$ cat src/rtl/slice_sweep_sched.sv
// Time-multiplexed sweep over every legal (inner_left, inner_right, offset) slice tuple
// of an outer array, issuing xs=1..2^W-1 per tuple over valid/ready. Optional: SWEEP_ABORT_EN.
module slice_sweep_sched #(
    parameter int BASE = 0,
    parameter int SIZE = 4,
    parameter int DIR  = 1,
    parameter int W    = 2
) (
    input  logic                   clk,
    input  logic                   rst_n,
    input  logic                   start,
    output logic                   busy,
    output logic                   done,
    output logic                   step_valid,
    input  logic                   step_ready,
    output logic signed [7:0]      inner_left,
    output logic signed [7:0]      inner_right,
    output logic signed [7:0]      offset,
    output logic [W-1:0]           xs,
    output logic [SIZE-1:0]        sel_mask
`ifdef SWEEP_ABORT_EN
    , input  logic                 abort
    , output logic                 aborted
`endif
);

    typedef enum logic [1:0] {
        IDLE = 2'd0,
        RUN  = 2'd1,
        ADV  = 2'd2,
        FIN  = 2'd3
    } state_t;

    localparam int LAST_I = BASE + DIR * (SIZE - 1);
    localparam int LO_I   = (BASE < LAST_I) ? BASE : LAST_I;
    localparam int HI_I   = (BASE < LAST_I) ? LAST_I : BASE;
    localparam logic signed [7:0] LO = 8'(LO_I);
    localparam logic signed [7:0] HI = 8'(HI_I);
    localparam logic [W-1:0] XS_MAX = {W{1'b1}};
    localparam logic [W-1:0] XS_ONE = W'(1);

    state_t             state_r, state_n;
    logic signed [7:0]  il_r, ir_r, off_r;
    logic signed [7:0]  nxt_il_s, nxt_ir_s, nxt_off_s;
    logic signed [7:0]  mn_s, mx_s;
    logic [W-1:0]       xs_r;
    logic               busy_r, done_r, valid_r, tuple_vld_r;
    logic               last_tuple_s;
    logic               abort_s;
    logic [SIZE-1:0]    sel_mask_s;

`ifdef SWEEP_ABORT_EN
    logic               aborted_r;
    assign abort_s = abort;
    assign aborted = aborted_r;
`else
    assign abort_s = 1'b0;
`endif

    function automatic logic signed [7:0] elem_idx(input int k);
        return 8'(BASE + DIR * k);
    endfunction

    // Successor of the current tuple in (l, r, offset) order, skipping illegal (l, r) pairs.
    always_comb begin
        nxt_il_s     = il_r;
        nxt_ir_s     = ir_r;
        nxt_off_s    = off_r;
        last_tuple_s = 1'b0;
        if (off_r != 8'sd2) begin
            nxt_off_s = off_r + 8'sd1;
        end else begin
            nxt_off_s = -8'sd2;
            if (DIR > 0) begin
                // Ascending: legal r runs l..HI, so the next row starts on the diagonal.
                if (ir_r != HI) begin
                    nxt_ir_s = ir_r + 8'sd1;
                end else if (il_r != HI) begin
                    nxt_il_s = il_r + 8'sd1;
                    nxt_ir_s = il_r + 8'sd1;
                end else begin
                    last_tuple_s = 1'b1;
                end
            end else begin
                // Descending: legal r runs LO..l.
                if (ir_r != il_r) begin
                    nxt_ir_s = ir_r + 8'sd1;
                end else if (il_r != HI) begin
                    nxt_il_s = il_r + 8'sd1;
                    nxt_ir_s = LO;
                end else begin
                    last_tuple_s = 1'b1;
                end
            end
        end
    end

    // Next-state decode.
    always_comb begin
        state_n = state_r;
        case (state_r)
            IDLE: begin
                if (start) state_n = RUN;
                else       state_n = IDLE;
            end
            RUN: begin
                if (abort_s)                             state_n = IDLE;
                else if (step_ready && (xs_r == XS_MAX)) state_n = ADV;
                else                                     state_n = RUN;
            end
            ADV: begin
                if (abort_s)           state_n = IDLE;
                else if (last_tuple_s) state_n = FIN;
                else                   state_n = RUN;
            end
            FIN:     state_n = IDLE;
            default: state_n = IDLE;
        endcase
    end

    // State, status flags and the tuple/xs registers.
    always_ff @(posedge clk) begin
        if (!rst_n) begin
            state_r     <= IDLE;
            il_r        <= 8'sd0;
            ir_r        <= 8'sd0;
            off_r       <= 8'sd0;
            xs_r        <= '0;
            busy_r      <= 1'b0;
            done_r      <= 1'b0;
            valid_r     <= 1'b0;
            tuple_vld_r <= 1'b0;
`ifdef SWEEP_ABORT_EN
            aborted_r   <= 1'b0;
`endif
        end else begin
            state_r <= state_n;
            busy_r  <= (state_n == RUN) || (state_n == ADV);
            valid_r <= (state_n == RUN);
            done_r  <= (state_n == FIN);
`ifdef SWEEP_ABORT_EN
            aborted_r <= abort_s && ((state_r == RUN) || (state_r == ADV));
`endif
            case (state_r)
                IDLE: begin
                    if (start) begin
                        il_r        <= LO;
                        ir_r        <= LO;
                        off_r       <= -8'sd2;
                        xs_r        <= XS_ONE;
                        tuple_vld_r <= 1'b1;
                    end
                end
                RUN: begin
                    if (step_ready && (xs_r != XS_MAX)) xs_r <= xs_r + XS_ONE;
                end
                ADV: begin
                    if (!abort_s && !last_tuple_s) begin
                        il_r  <= nxt_il_s;
                        ir_r  <= nxt_ir_s;
                        off_r <= nxt_off_s;
                        xs_r  <= XS_ONE;
                    end
                end
                default: begin
                end
            endcase
        end
    end

    // Span bounds of the current slice.
    always_comb begin
        if (il_r < ir_r) begin
            mn_s = il_r;
            mx_s = ir_r;
        end else begin
            mn_s = ir_r;
            mx_s = il_r;
        end
    end

    // Element k is selected when its offset index lands inside the slice span.
    always_comb begin
        sel_mask_s = '0;
        for (int k = 0; k < SIZE; k++) begin
            sel_mask_s[k] = tuple_vld_r
                          && ((elem_idx(k) + off_r) >= mn_s)
                          && ((elem_idx(k) + off_r) <= mx_s);
        end
    end

    assign busy        = busy_r;
    assign done        = done_r;
    assign step_valid  = valid_r;
    assign inner_left  = il_r;
    assign inner_right = ir_r;
    assign offset      = off_r;
    assign xs          = xs_r;
    assign sel_mask    = sel_mask_s;

endmodule

$ cat config.mk
export PLATFORM = sky130hd
export DESIGN_NAME = slice_sweep_sched
export DESIGN_NICKNAME = d
export VERILOG_FILES = /design/src/rtl/slice_sweep_sched.sv
export SDC_FILE = /design/constraint.sdc
export NUM_CORES = 1
export LEC_CHECK = 0
export ABC_AREA = 1
export BUFFER_PORTS_ARGS = -buffer_cell sky130_fd_sc_hd__clkbuf_2
export CAP_MARGIN = 40
export CORE_AREA = 2 2 96 98
export CTS_CLUSTER_SIZE = 30
export DETAILED_ROUTE_END_ITERATION = 6
export DIE_AREA = 0 0 98 100
export GPL_TIMING_DRIVEN = 0
export PLACE_DENSITY = 0.67
export SYNTH_ARGS = -nofsm -noshare
export SYNTH_HDL_FRONTEND = slang
export SYNTH_SLANG_ARGS = --single-unit
export TNS_END_PERCENT = 5
$ cat constraint.sdc
create_clock -name clk -period 3.1 [get_ports clk]
set_input_delay 0.155 -clock clk [delete_from_list [all_inputs] [get_ports clk]]
set_output_delay 0.155 -clock clk [all_outputs]
set_load 0.03 [all_outputs]
==> impl_metrics.tcl, run 1 <==
set metrics [dict create \
    cts_tree "built" \
    n_antenna_cell 0 \
    track_usage_pct 24.1 \
    crit_type "reg -> out" \
    rows 35 \
    final_util_pct 54.8 \
    violations "negative setup slack" \
    setup_violations 4 \
    use_met2_pct 45.4 \
    dpl.cell_count 725 \
    port_buffers 36 \
    total_power_mw 2.08 \
    timing.final.crit_period_ps 3570 \
    area_growth_pct 26.5 \
    skew_ps 6.08 \
    min_from "start" \
    final_nets 714 \
    grt_busiest_layer "met2" \
    firstDrtPassIters 4 \
    place_area_um2 4250 \
    synth-main-ff-cell "dfxtp_1" \
    r2r_setup_slack_ps 440 \
    power.density_nw_per_um2 427 \
    cap_viol_max_count 0 \
    cts_hold_buf 0 \
    synthCells 578 \
    vias 4165 \
    clk_path_buf_depth 2 \
    globalRoute.totalOverflow 0 \
    io_pins 37 \
    syn-cell-area_um2 3850 \
    core_um2 8890 \
    final_common_cell "nand2_1" \
    slew_headroom_pct 52.2 \
    finalSetupTns_ps -1860 \
    critPathRequiredTime_ps 2940 \
    critPathCaptureType "output pin" \
    p_leak_nw 2.39 \
    htree_levels 2 \
    peakVddDrop_mv 0.229 \
    crit_arrival_ps 3410 \
    drc 0 \
    fp.dieW_um 98 \
    synth_seq_area_share_pct 16.6 \
    worst_pin_slew_ps 710 \
    max_freq_mhz 280 \
    stdcell_count 755 \
    hpwl_um 9200 \
    crit_path_start_kind "flop" \
    clock-sinks 32 \
    reg2reg_from "offset[0]" \
    synth_edf_count 0 \
    root_buffer "clkbuf_8" \
    ys_ff_latch 32 \
    viasPerCell 5.52 \
    synth.distinct_cells 44 \
    die_area_um2 9800 \
    min_path_type "in -> reg" \
    start_util_pct 43.3 \
    layout_worst_path_cycle_share_pct 115 \
    clkTransAtPathRegs_ps 80 \
    use_met1_pct 28.3 \
    grt_max_degree 12 \
    die_h_um 100 \
    avgSynthCellArea_um2 6.67 \
    cts_inserted_buffers 5 \
    async_flop_share_pct 0 \
    layout-drive-gt1-share_pct 26.1 \
    critPathLaunch "inner_left[7]" \
    clk_latency_ps 290 \
    final_cell_mix "113 x nand2_1, 65 x inv_1, 61 x nor2_1, 56 x ha_1, 36 x a21oi_1" \
    cp_max_fo 6 \
    place_congestion 0.878 \
    gr-usage-met3_pct 2.51 \
    drv_slew 0 \
    hold_violations 0 \
    fill_cells 876 \
    status "complete, but fails checks" \
    wl_per_cell_um 15.9 \
    finalWorstSetupSlack_ps -468 \
    antenna_found_initial 0 \
    grt_pass1_vias 4244 \
    finalInstanceArea_um2 4870 \
    drt_iter0_drc 171 \
    synth_fp_nets 649 \
    yosysWarnings 0 \
    rsz0062_at_grt "yes" \
    routed_wl_um 12000 \
    drtAntennaViolNets 0 \
    grt_pass1_wl_um 19300 \
]
==> report_power, final <==
group / internal, mW / switching [mW]
combinational: 0.507 / 0.787
clock: 0.156 / 0.172
sequential: 0.425 / 0.0362
==> critical path, cell delays in order (launching register included) <==
cell and delay (ps):
dfxtp_4 360, ha_4 250, nand2_2 60, inv_2 30, nor2_2 80, o21a_2 190, nand2_4 80, nand2_4 80
nand2_4 50, buf_8 120, clkbuf_16 160, buf_12 140, o21ai_2 290, ha_1 300, inv_1 90, nor3_1 70
a211oi_2 280, nand3_1 110, nand2_1 70, nor2_1 60, nor2_4 100, clkbuf_8 160
==> per-layer routing <==
layer | vias up | share of wire [%]
li1 | 2084 | -
met1 | 1960 | 43
met2 | 99 | 50
met3 | 22 | 3.9
met4 | 0 | 2.6
met5 | - | 0
==> cell type report <==
cell class / instances / area [um2] / share of cell area (%)
buffer: 10 / 77.6 / 1.59
clock buffer: 5 / 68.8 / 1.41
clock inverter: 3 / 18.8 / 0.385
inverter: 77 / 302 / 6.19
multi-input combinational: 459 / 3190 / 65.3
sequential: 32 / 687 / 14.1
tap: 111 / 139 / 2.85
timing repair buffer: 58 / 397 / 8.14
==> registers in the layout (all words and copies together), names as in the netlist, 2 cells and up <==
signal / count
inner_left: 8
inner_right: 8
xs: 2
state_r: 2
offset: 8
==> cell usage after synthesis (5+ instances only) <==
| cell | instances | area, um2 |
|---|---|---|
| a211oi_1 | 5 | 37.5 |
| a21oi_1 | 40 | 200 |
| a221oi_1 | 6 | 52.6 |
| clkbuf_1 | 5 | 18.8 |
| dfxtp_1 | 32 | 641 |
| ha_1 | 67 | 838 |
| inv_1 | 73 | 274 |
| nand2_1 | 118 | 443 |
| nand2_2 | 9 | 56.3 |
| nand2_4 | 5 | 56.3 |
| nand3_1 | 23 | 115 |
| nand3_2 | 5 | 50.1 |
| nand4_1 | 5 | 31.3 |
| nor2_1 | 70 | 263 |
| nor3_1 | 12 | 60.1 |
| o21ai_0 | 35 | 175 |
| xor2_1 | 17 | 149 |
==> per-stage QoR <==
step	hold WS, ps	setup slack [ps]
floorplan	293	-57.9
CTS	150	-545
detailed placement	455	-731
global route	188	-674
global placement	451	-579
finish	157	-468
==> timing repair <==
item / CTS / global route
hold endpoints to repair: 0 / 0
cloned: 0 / 0
setup buffers: 16 / 6
setup endpoints to repair: 4 / 4
gates resized for setup: 44 / 36
pin swaps: 15 / 24
==> worst paths after layout <==
| path | depth (start not counted) | end |
|---|---|---|
| setup / recovery | 21 | sel_mask[1] |
| hold / removal | 3 | tuple_vld_r |
| setup reg to reg | 10 | inner_left[3] |
| hold reg to reg | 2 | xs[1] |
==> cells by family after synthesis <==
logic type               after synthesis  synth area share (%)
XOR/XNOR                              18                  4.09
flip-flops                            32                  16.6
adder cells (fa/ha/maj)               67                  21.8
AND/OR/NAND/NOR                      255                  29.9
buffers and inverters                 87                  8.86
AO/OA/AOI/OAI                        119                  18.8
(Power assumes the default switching activity.)
==> inputs of run 2 (changes only) <==
--- a/config.mk
+++ b/config.mk
@@ -13,7 +13,7 @@
 export DETAILED_ROUTE_END_ITERATION = 6
 export DIE_AREA = 0 0 98 100
 export GPL_TIMING_DRIVEN = 0
-export PLACE_DENSITY = 0.67
+export PLACE_DENSITY_LB_ADDON = 0.25
 export SYNTH_ARGS = -nofsm -noshare
 export SYNTH_HDL_FRONTEND = slang
 export SYNTH_SLANG_ARGS = --single-unit
==> run 2 against run 1 <==
Non-clock buffer count rose by 12. Flip-flop and latch count did not move. Cell area rose by 4.8%. Clock power rose by 6.7%. Die area did not move. The flow still finishes with violations (negative setup slack).
==> impl_metrics.tcl, run 2 (synthesis gave the netlist of run 1 again) <==
set metrics [dict create \
    topRoutingLayerUsed "met4" \
    layout-drive-gt1-share_pct 29.4 \
    worst_pin_slew_ps 759 \
    met3_length_um 614 \
    drt_iter0_drc 242 \
    crit_path_start_kind "flop" \
    wl_per_cell_um 16.1 \
    slowest_delay_ps 440 \
    firstDrtPassIters 6 \
    drc 0 \
    drtAntennaViolNets 0 \
    grt_pass1_wl_um 19700 \
    grt_pass1_vias 4229 \
    seq_power_share_pct 20.9 \
    r2r.worst_path.cells 9 \
    peakVddDrop_mv 0.234 \
    p_leak_nw 2.46 \
    p_int_mw 1.17 \
    critPathLaunch "inner_left[5]" \
    reg2reg_from "offset[0]" \
    root_buffer "clkbuf_8" \
    crit_slowest_cell "dfxtp_4" \
    final_cell_mix "110 x nand2_1, 63 x inv_1, 62 x nor2_1, 53 x ha_1, 35 x buf_4" \
    violations "negative setup slack" \
    cpLargestDelayFamily "compound AO/OA/AOI/OAI gates" \
    core_um2 8890 \
    htree_levels 2 \
    cap_viol_max_count 0 \
    track_usage_pct 24.8 \
    area_growth_pct 32.5 \
    max_freq_mhz 288 \
    finalInstanceArea_um2 5110 \
    min_path_type "in -> reg" \
    globalRoute.totalOverflow 0 \
    rsz0062_at_grt "yes" \
    path_cells "ha_4, a21oi_2, o21a_4, nand2_4, nand2_4, nand2_8, clkbuf_16, o21ai_4, buf_4, ha_4, inv_1, nor2_1, nor2_1, o21a_1, o21ai_0, a211oi_2, o221ai_2, nor2_4, clkbuf_8" \
    crit_type "reg -> out" \
    routed_wl_um 12400 \
    crit_path_end "sel_mask[3]" \
    cp_max_fo 9 \
    die_area_um2 9800 \
    final_nets 726 \
    finalWorstSetupSlack_ps -371 \
    start_util_pct 43.3 \
    crit_arrival_ps 3320 \
    dp_slack_ps -667 \
    critPathRequiredTime_ps 2940 \
    die_h_um 100 \
    antenna_found_initial 0 \
    viasPerCell 5.59 \
    setup_violations 4 \
    n_antenna_cell 0 \
    io_pins 37 \
    rows 35 \
    total_power_mw 2.21 \
    clock-sinks 32 \
    fp.dieW_um 98 \
    hpwl_um 9250 \
    hold_violations 0 \
    cts_inserted_buffers 5 \
    final_common_cell "nand2_1" \
    path_buf_inv 4 \
    status "complete, but fails checks" \
    power_frac_comb_pct 63.2 \
    r2r_setup_slack_ps 290 \
    power_switching_share_pct 46.8 \
    whs_ps 155 \
    power.density_nw_per_um2 432 \
    drv_slew 0 \
    timing.final.crit_period_ps 3470 \
    clk_path_buf_depth 2 \
    slew_headroom_pct 49.2 \
    place_area_um2 4250 \
    p_sw_mw 1.03 \
    skew_ps 5.86 \
    grt_max_degree 11 \
    critPathCaptureType "output pin" \
    port_buffers 36 \
    path_depth 19 \
    fill_cells 821 \
    m1WireLength_um 5050 \
    finalSetupTns_ps -1440 \
    layout_worst_path_cycle_share_pct 112 \
    clk_latency_ps 280 \
    clkPwrFrac_pct 15.9 \
    cts_tree "built" \
    dr_wl_met2_um 6200 \
    clkTransAtPathRegs_ps 70 \
    vias 4291 \
    place_congestion 0.911 \
    r2r-end "inner_right[2]" \
]
-- run 2: changes by cell type in the layout (fill, tap and decap cells not counted), moves of 3 or more --
| cell | delta |
|---|---|
| nor2_2 | -3 |
| buf_4 | +14 |
| nand2_1 | -3 |
| ha_4 | +3 |
| ha_1 | -3 |
-- run 2: worst min-delay path by stage --
| stage | from | end | slack (ps) | depth (start not counted) |
|---|---|---|---|---|
| 2_1_floorplan | rst_n | xs[0] | 290 | 2 |
| 3_3_place_gp | start | tuple_vld_r | 450 | 3 |
| 3_5_place_dp | start | tuple_vld_r | 450 | 3 |
| 4_1_cts | start | tuple_vld_r | 150 | 3 |
| 5_1_grt | start | tuple_vld_r | 160 | 3 |
| 6_report | start | tuple_vld_r | 150 | 3 |
-- run 2: area by class of cell --
type / count / area (um2) / share of cell area, %
sequential: 32 / 684 / 13.4
multi-input combinational: 459 / 3320 / 65.0
buffer: 9 / 65.1 / 1.27
clock buffer: 7 / 86.3 / 1.69
clock inverter: 1 / 7.51 / 0.147
timing repair buffer: 71 / 495 / 9.70
tap: 111 / 139 / 2.72
inverter: 77 / 310 / 6.08
-- run 2: layer usage --
metal  vias up  GRT usage (%)
li1       2111              -
met1      1985           29.7
met2       150           44.8
met3        45           3.20
met4         0           10.5
met5         -              0
-- run 2: worst register-to-register path, stage by stage, from the launching register on --
cell and delay, ps:
dfxtp_1 420, inv_1 350, ha_1 210, nand3_1 120, nor2_1 290, nor2_1 260
nor4_2 490, buf_4 260, nand2_1 70, a221oi_1 240
-- run 2: stage by stage --
stage	cells	utilization, %
after floorplan	578	-
after global placement	725	47.8
after detailed placement	725	47.8
after CTS	755	53.2
after global routing	767	57.5
final	767	57.5
-- run 2: what timing repair did --
item                       in CTS  in global routing
pin swaps                      25                 26
gates resized for setup        50                 60
setup endpoints to repair       4                  4
cloned                          1                  0
hold buffers                    0                  0
setup buffers                  21                 14
-- run 2: power by group through the flow --
stage | registers [mW] | clock network, mW | logic, mW
after detailed placement | 0.474 | 0 | 1.05
after global placement | 0.473 | 0 | 1.01
after floorplan | 0.501 | 0 | 0.765
after global routing | 0.466 | 0.377 | 1.53
final | 0.462 | 0.350 | 1.39
after CTS | 0.461 | 0.363 | 1.23
